### src/rtl/ofmap_collector.sv
`default_nettype none
// ============================================================================
// Module   : ofmap_collector
// Brief    : Final-psum result sink; fills an output feature map, flags done,
//            then serves random-access reads. Optional macro: OFMAP_SPIKE_EN.
// Revision : 1.0
// ============================================================================
module ofmap_collector #(
    parameter int                    WIDTH_PKT  = 32,
    parameter int                    WIDTH_DATA = 13,
    parameter int                    ADDR_W     = 8,
    parameter int                    NUM_OUT    = 63,
    parameter logic [4:0]            MEM_Y      = 5'd3,
    parameter logic [2:0]            MEM_X      = 3'd2,
    parameter logic [WIDTH_DATA-1:0] THRESH     = 13'd64
) (
    input  logic                  clk,
    input  logic                  rst_n,
    input  logic                  pkt_valid,
    output logic                  pkt_ready,
    input  logic [WIDTH_PKT-1:0]  pkt_data,
    input  logic                  clear,
    input  logic                  rd_req,
    input  logic [ADDR_W-1:0]     rd_addr,
    output logic                  rd_valid,
    output logic [WIDTH_DATA-1:0] rd_data,
    output logic                  done,
    output logic [7:0]            err_cnt,
    output logic [7:0]            dup_cnt
`ifdef OFMAP_SPIKE_EN
    ,
    output logic                  rd_spike,
    output logic [ADDR_W:0]       spike_cnt
`endif
);

    localparam logic [0:0]      S_COLLECT  = 1'b0;
    localparam logic [0:0]      S_DONE     = 1'b1;
    localparam logic [2:0]      TYPE_FINAL = 3'b011;
    localparam int              IDX_W      = (NUM_OUT > 1) ? $clog2(NUM_OUT) : 1;
    localparam logic [ADDR_W:0] NUM_OUT_C  = (ADDR_W+1)'(NUM_OUT);
    localparam logic [ADDR_W:0] LAST_C     = (ADDR_W+1)'(NUM_OUT - 1);
    localparam logic [7:0]      CNT_MAX    = 8'hFF;

    logic [2:0]            pkt_type;
    logic [4:0]            pkt_dst_y;
    logic [2:0]            pkt_dst_x;
    logic [ADDR_W-1:0]     pkt_addr;
    logic [WIDTH_DATA-1:0] pkt_val;
    logic [IDX_W-1:0]      pkt_idx;
    logic [IDX_W-1:0]      rd_idx;
    logic                  pkt_fire;
    logic                  pkt_good;
    logic                  pkt_first;
    logic                  pkt_dup;
    logic                  pkt_bad;
    logic                  rd_fire;
    logic                  rd_in_range;
    logic [WIDTH_DATA-1:0] wr_data;

    logic [0:0]            state_q,    state_d;
    logic [NUM_OUT-1:0]    fill_q,     fill_d;
    logic [ADDR_W:0]       recv_cnt_q, recv_cnt_d;
    logic                  rd_valid_q, rd_valid_d;
    logic [WIDTH_DATA-1:0] rd_data_q,  rd_data_d;
    logic [7:0]            err_cnt_q,  err_cnt_d;
    logic [7:0]            dup_cnt_q,  dup_cnt_d;

    // Result storage is deliberately unreset; the fill bits decide validity.
    logic [WIDTH_DATA-1:0] mem_q [NUM_OUT];

    assign pkt_type  = pkt_data[WIDTH_PKT-1 -: 3];
    assign pkt_dst_y = pkt_data[WIDTH_PKT-4 -: 5];
    assign pkt_dst_x = pkt_data[WIDTH_PKT-9 -: 3];
    assign pkt_addr  = pkt_data[WIDTH_DATA +: ADDR_W];
    assign pkt_val   = pkt_data[WIDTH_DATA-1:0];
    assign pkt_idx   = pkt_addr[IDX_W-1:0];
    assign rd_idx    = rd_addr[IDX_W-1:0];

    assign pkt_ready   = (state_q == S_COLLECT) && !clear;
    assign pkt_fire    = pkt_valid && pkt_ready;
    assign pkt_good    = (pkt_type == TYPE_FINAL) && (pkt_dst_y == MEM_Y) &&
                         (pkt_dst_x == MEM_X) && ({1'b0, pkt_addr} < NUM_OUT_C);
    // Fill bit lookup is only meaningful once the address passed the range check.
    assign pkt_first   = pkt_fire && pkt_good && !fill_q[pkt_idx];
    assign pkt_dup     = pkt_fire && pkt_good &&  fill_q[pkt_idx];
    assign pkt_bad     = pkt_fire && !pkt_good;
    assign rd_fire     = (state_q == S_DONE) && rd_req && !clear;
    assign rd_in_range = ({1'b0, rd_addr} < NUM_OUT_C);

`ifdef OFMAP_SPIKE_EN
    logic [NUM_OUT-1:0] spike_q,     spike_d;
    logic [ADDR_W:0]    spike_cnt_q, spike_cnt_d;
    logic               rd_spike_q,  rd_spike_d;
    logic               over_thresh;

    assign over_thresh = (pkt_val >= THRESH);
    assign wr_data     = over_thresh ? (pkt_val - THRESH) : pkt_val;

    always_comb begin
        spike_d     = spike_q;
        spike_cnt_d = spike_cnt_q;
        rd_spike_d  = rd_spike_q;
        if (clear) begin
            spike_d     = '0;
            spike_cnt_d = '0;
        end else begin
            if (pkt_first) begin
                spike_d[pkt_idx] = over_thresh;
                if (over_thresh) begin
                    spike_cnt_d = spike_cnt_q + 1'b1;
                end
            end
            if (rd_fire) begin
                rd_spike_d = rd_in_range && spike_q[rd_idx];
            end
        end
    end

    always_ff @(posedge clk or negedge rst_n) begin
        if (!rst_n) begin
            spike_q     <= '0;
            spike_cnt_q <= '0;
            rd_spike_q  <= 1'b0;
        end else begin
            spike_q     <= spike_d;
            spike_cnt_q <= spike_cnt_d;
            rd_spike_q  <= rd_spike_d;
        end
    end

    assign rd_spike  = rd_spike_q;
    assign spike_cnt = spike_cnt_q;
`else
    logic unused_thresh;

    assign wr_data       = pkt_val;
    assign unused_thresh = ^THRESH;
`endif

    always_comb begin
        state_d    = state_q;
        fill_d     = fill_q;
        recv_cnt_d = recv_cnt_q;
        rd_valid_d = 1'b0;
        rd_data_d  = rd_data_q;
        err_cnt_d  = err_cnt_q;
        dup_cnt_d  = dup_cnt_q;
        if (clear) begin
            state_d    = S_COLLECT;
            fill_d     = '0;
            recv_cnt_d = '0;
            err_cnt_d  = '0;
            dup_cnt_d  = '0;
        end else begin
            if (pkt_first) begin
                fill_d[pkt_idx] = 1'b1;
                recv_cnt_d      = recv_cnt_q + 1'b1;
                if (recv_cnt_q == LAST_C) begin
                    state_d = S_DONE;
                end
            end
            if (pkt_dup && (dup_cnt_q != CNT_MAX)) begin
                dup_cnt_d = dup_cnt_q + 8'd1;
            end
            if (pkt_bad && (err_cnt_q != CNT_MAX)) begin
                err_cnt_d = err_cnt_q + 8'd1;
            end
            if (rd_fire) begin
                rd_valid_d = 1'b1;
                rd_data_d  = rd_in_range ? mem_q[rd_idx] : '0;
            end
        end
    end

    always_ff @(posedge clk or negedge rst_n) begin
        if (!rst_n) begin
            state_q    <= S_COLLECT;
            fill_q     <= '0;
            recv_cnt_q <= '0;
            rd_valid_q <= 1'b0;
            rd_data_q  <= '0;
            err_cnt_q  <= '0;
            dup_cnt_q  <= '0;
        end else begin
            state_q    <= state_d;
            fill_q     <= fill_d;
            recv_cnt_q <= recv_cnt_d;
            rd_valid_q <= rd_valid_d;
            rd_data_q  <= rd_data_d;
            err_cnt_q  <= err_cnt_d;
            dup_cnt_q  <= dup_cnt_d;
        end
    end

    always_ff @(posedge clk) begin
        if (pkt_first) begin
            mem_q[pkt_idx] <= wr_data;
        end
    end

    assign done     = (state_q == S_DONE);
    assign rd_valid = rd_valid_q;
    assign rd_data  = rd_data_q;
    assign err_cnt  = err_cnt_q;
    assign dup_cnt  = dup_cnt_q;

endmodule
`default_nettype wire

### config.mk
export PLATFORM = sky130hd
export DESIGN_NAME = ofmap_collector
export DESIGN_NICKNAME = d
export VERILOG_FILES = /design/src/rtl/ofmap_collector.sv
export SDC_FILE = /design/constraint.sdc
export NUM_CORES = 1
export LEC_CHECK = 0
export ABC_AREA = 1
export CAP_MARGIN = 20
export CORE_UTILIZATION = 51
export DETAILED_ROUTE_END_ITERATION = 7
export MAX_ROUTING_LAYER = met4
export PLACE_DENSITY = 0.66
export SETUP_SLACK_MARGIN = 0.3
export SLEW_MARGIN = 20
export SYNTH_ARGS = -nofsm -noshare
export SYNTH_HDL_FRONTEND = slang
export SYNTH_SLANG_ARGS = --single-unit
### constraint.sdc
create_clock -name clk -period 3.3 [get_ports clk]
set_input_delay 0.99 -clock clk [delete_from_list [all_inputs] [get_ports clk]]
set_output_delay 0.99 -clock clk [all_outputs]
set_load 0.02 [all_outputs]
# Word level (Yosys, flattened, before mapping)
# Memory sizes are Yosys's and may differ from the RTL's.
# Index checks and enable logic that the tools add are counted.
# totals
ramBits	819
register_bits	103
in_bits	45
output_inout_bits	32
memories	1
word_cells	67
# op_classes
n_reduce_logical	23
bitwise	3
order_cmp	4
n_eq_ne	6
add_sub_neg	3
n_mux	20
# mem_list
memory	words	word_bits	read_ports	rd_clocked_by_memory_dff	wr	line	text
mem_q	63	13	1	0	1	70	logic [WIDTH_DATA-1:0] mem_q [NUM_OUT];
# ops
cell	n
63-bit two-way mux	2
63-bit OR	1
8-bit two-way mux	4
9-bit two-way mux	2
8-bit by 1-bit adder with 8-bit output (second input constant)	2
8-bit by 6-bit < comparator with 1-bit output (second input constant)	2
8-bit != test (second input constant)	2
1-bit logical AND	14
13-bit two-way mux	1
9-bit by 1-bit adder with 9-bit output (second input constant)	1
9-bit by 6-bit equality test with 1-bit output (second input constant)	1
1-bit two-way mux	9
2-bit nonzero test	4
6-bit by 7-bit < comparator with 1-bit output (second input constant)	1
1-bit binary-select mux with 6-bit select	1
1-bit demux with 6-bit select	1
3-bit by 2-bit equality test with 1-bit output (second input constant)	2
6-bit by 1-bit greater-or-equal comparator with 1-bit output (second input constant)	1
5-bit by 2-bit equality test with 1-bit output (second input constant)	1
2-bit AND reduction	2
1-bit zero test	3
1-bit NOT	2

# Logic depth before layout (Yosys ltp)
# depth
depth_word	9
mapped_depth	18
mapped_depth_nobuf	15

# Worst setup path before layout
# OpenSTA, ideal clock, no wires.
# synth_timing
path_kind	input -> register
startpoint	in pkt_data[13]
endpoint	mem mem_q[0][0], enable pin
n_path_buf	2
t_required_ps	2918
slack_ps	61
cell_stages	11
setup_ps	382
arrival_time_ps	2856
cell_sequence	buf_4 > buf_4 > o211ai_1 > nand2_1 > o21ai_1 > nand2_1 > nor2_1 > nand2_1 > nor2_4 > nand2_1 > nor2_1
# synth_via
elab_chain_len	6
# synth_rtl
item	line	text
from (decl)	21	input logic [WIDTH_PKT-1:0] pkt_data,
1-bit binary-select mux with 6-bit select or 8-bit by 6-bit < comparator with 1-bit output (tied branches)	85, 83	
1-bit two-way mux (implied by the code) or 1-bit logical AND (tied branches)	85, 83	
1-bit zero test or 1-bit logical AND (tied branches)	85	assign pkt_first = pkt_fire && pkt_good && !fill_q[pkt_idx];
1-bit logical AND	85	
1-bit two-way mux	197	if (pkt_first) begin
1-bit two-way mux (implied by the code)	198	mem_q[pkt_idx] <= wr_data;
to (decl)	70	
# Several ways; a longest one is shown, not always the timed one. The select of a mux whose other input is x is not followed.

# Final worst setup path
# layout_timing
startpoint	reg rd_data_q[2], in the netlist rd_data[2]
endpoint	out rd_data[2]
# layout_rtl
item	line	text
from (decl)	65	logic [WIDTH_DATA-1:0] rd_data_q, rd_data_d;
from (signal assigned)	190	rd_data_q <= rd_data_d;
to (decl)	26	output logic [WIDTH_DATA-1:0] rd_data,
# No word-level cell between the ends.

==> reports/qor.yml <==
numCtsBuffers: 92
routed_wl_microns: 116000
cp_cell_sequence: "clkdlybuf4s50_1"
slowest_stage: "clkdlybuf4s50_1"
route.met2.wl_microns: 54700
leakagePower_nw: 16.5
cts_sinks: 922
pre_cts_ws_ns: -0.441
max_slew_margin_pct: 54.0
clk_pin_slew_worst_paths_ns: 0.06
fin_area_sq_um: 45700
setup-violations-final: 0
reg2reg_depth: 15
syn_area_sq_um: 38300
post-route-period-util_pct: 87.7
worst_pin_slew_ns: 0.691
die_width_microns: 276
insertion_delay_ns: 0.65
antenna_cells: 0
wl_per_cell_microns: 25.2
initialDrtViolationCount: 3294
drive_above_1_share_pct: 12.7
worstHoldPathType: "in -> async"
drv_cap: 0
final-hold-violation-count: 0
ys.warnings.count: 0
synthesis.nets: 3409
viasPerCell: 5.99
gp_congestion: 0.995
ys.flop_type: "edfxtp_1"
synth_area_per_cell_sq_um: 11.4
worst_path_dominant_cell_family: "buffers and inverters"
final.setup.tns_ns: 0
slew_viol_final: 0
syn-instance-count: 3360
synth_seq_cells: 922
yosys.area.top_type: "edfxtp_1"
setup_slack_ns: 0.407
io_pins: 77
ys_seq_area_share_pct: 71.0
core_sq_um: 74300
met3_length_microns: 10100
crit_buf_inv: 1
nets: 3600
area_delta_synth_final_pct: 19.6
ant_nets: 0
synthTopCellsByCount: "edfxtp_1, nor2_1, nand2_1"
clockBufferDepth: 3
fin_crit_ns: 2.89
grt_max_degree: 116
fmax_ghz: 0.346
status: "finished, final reports clean"
root_buffer: "clkbuf_16"
cp_slowest_stage_delay_ns: 0.69
p_per_area_nw_per_um2: 557
critical_path_class: "reg -> out"
ir_worst_vdd_uv: 424
synth_enable_flop_cells: 819
synth.most_common_cell: "edfxtp_1"
path_max_fanout: 2
grt_overflow: 0
port_buffers: 76
first_pass_iters: 6
dp_hpwl_microns: 73000
wl_met1_microns: 47300
critPathArrivalTime_ns: 1.90
die_h_microns: 276
grtUsageTotal_pct: 31.6
critPathCaptureType: "output pin"
synth_top_area_share_pct: 64.3
cts_tree: "yes"
dieArea_sq_um: 76100
num_vias: 27500
top_layer_used: "met4"
synth.area.top_cells: "edfxtp_1, dfrtp_1, nor2_1"
placed_area_sq_um: 42500
start_util_pct: 51.5
cp.required_ns: 2.31
antenna_found_initial: 1
async_reset_ff_share_pct: 11.2
route.detailed.drc: 0
synth_cell_types: 37
start_kind: "flip-flop"
cp_num_cells: 1
rows: 100
clock-skew-final_ns: 0.0260
rsz0062_at_grt: "false"
htree_levels: 3
grt_pass1_wl_microns: 170000
grt_pass1_vias: 26400
==> cell usage in the layout, fill, tap and decap left out, types with 5 or more instances in the layout <==
cell type,count
a21oi_1,42
a22oi_1,19
buf_12,104
buf_2,14
buf_4,124
bufinv_16,15
clkbuf_1,12
clkbuf_16,96
clkdlybuf4s50_1,55
clkinv_1,18
clkinv_2,21
dfrtp_1,103
edfxtp_1,819
inv_1,96
inv_2,5
mux2i_1,5
nand2_1,554
nand3_1,206
nand4_1,7
nor2_1,550
nor2_2,45
nor2_4,17
nor3_1,17
o211ai_1,100
o21ai_0,428
o21bai_1,33
o22ai_1,59
xnor2_1,5
xor2_1,11
==> cell families (layout without fill, tap and decap cells) <==
group / count (synthesis) / count (layout) / share of synthesized area [%]
adder cells (fa/ha/maj): 4 / 4 / 0.131
flip-flops: 922 / 922 / 71.0
multiplexers: 5 / 5 / 0.131
AO/OA/AOI/OAI: 697 / 697 / 10.4
XOR/XNOR: 16 / 16 / 0.366
buffers and inverters: 312 / 579 / 3.31
AND/OR/NAND/NOR: 1404 / 1404 / 14.6
==> worst reg2reg max path, delay by kind of cell, from the launching register on <==
kind | cells | cell delay [ns]
AOI/OAI and AO/OA | 1 | 0.09
DFF | 1 | 0.40
and+or+nand+nor | 12 | 1.12
buffers and inverters | 2 | 0.41
==> report_power, final <==
part / leakage [nW] / internal [mW] / total (mW) / switching [mW]
combinational: 6.12 / 0.485 / 1.73 / 1.25
sequential: 8.79 / 12.7 / 12.7 / 0.0165
clock: 1.56 / 6.55 / 11.0 / 4.45
==> layout make-up <==
type	count	area, sq um
Sequential cell	922	27200
Fill cell	5868	28600
Inverter	105	403
Clock inverter	59	697
Tap cell	969	1210
Clock buffer	111	2490
Timing Repair Buffer	304	3720
Multi-Input combinational cell	2126	10000
==> timing repair <==
| item | 4_1_cts | 5_1_grt |
|---|---|---|
| hold buffers | 0 | 0 |
| setup buffers | 0 | 1 |
| endpoints found under the setup margin | 786 | 667 |
| resized for setup | 3 | 5 |
==> through the flow <==
step	power (mW)	util, %	instances	hold slack (ns)
6_report	25.5	61.5	4596	0.375
5_1_grt	26.1	61.5	4596	0.429
4_1_cts	25.5	61.5	4595	0.430
3_5_place_dp	14.7	57.2	4425	0.465
3_3_place_gp	14.7	57.2	4425	0.462
2_1_floorplan	13.8	-	3360	0.449
==> per-layer routing <==
metal / vias to the layer above / global-route usage [%]
met5: - / -
met4: 0 / 9.72
met3: 229 / 5.26
met2: 1381 / 48.8
met1: 13600 / 43.1
li1: 12300 / -
==> registers in the layout, summed over array words and instances, names as in the netlist <==
register	flops
mem_q	819
fill_q	63
rd_data	13
recv_cnt_q	9
dup_cnt	8
err_cnt	8
done	1
rd_valid	1
==> path summary, 6_finish.rpt <==
check	from	end	slack [ns]
max	rd_data[2]$_DFFE_PN0P_	rd_data[2]	0.41
min	rst_n	dup_cnt[4]$_DFFE_PN0P_	0.38
max reg2reg	fill_q[9]$_DFFE_PN0P_	mem_q[59][7]$_DFFE_PP_	0.98
min reg2reg	fill_q[39]$_DFFE_PN0P_	fill_q[39]$_DFFE_PN0P_	0.48
max in group asynchronous	rst_n	rd_data[11]$_DFFE_PN0P_	2.37
min in group clk	fill_q[39]$_DFFE_PN0P_	fill_q[39]$_DFFE_PN0P_	0.48
Note: power is estimated with default switching activity, not from simulation.
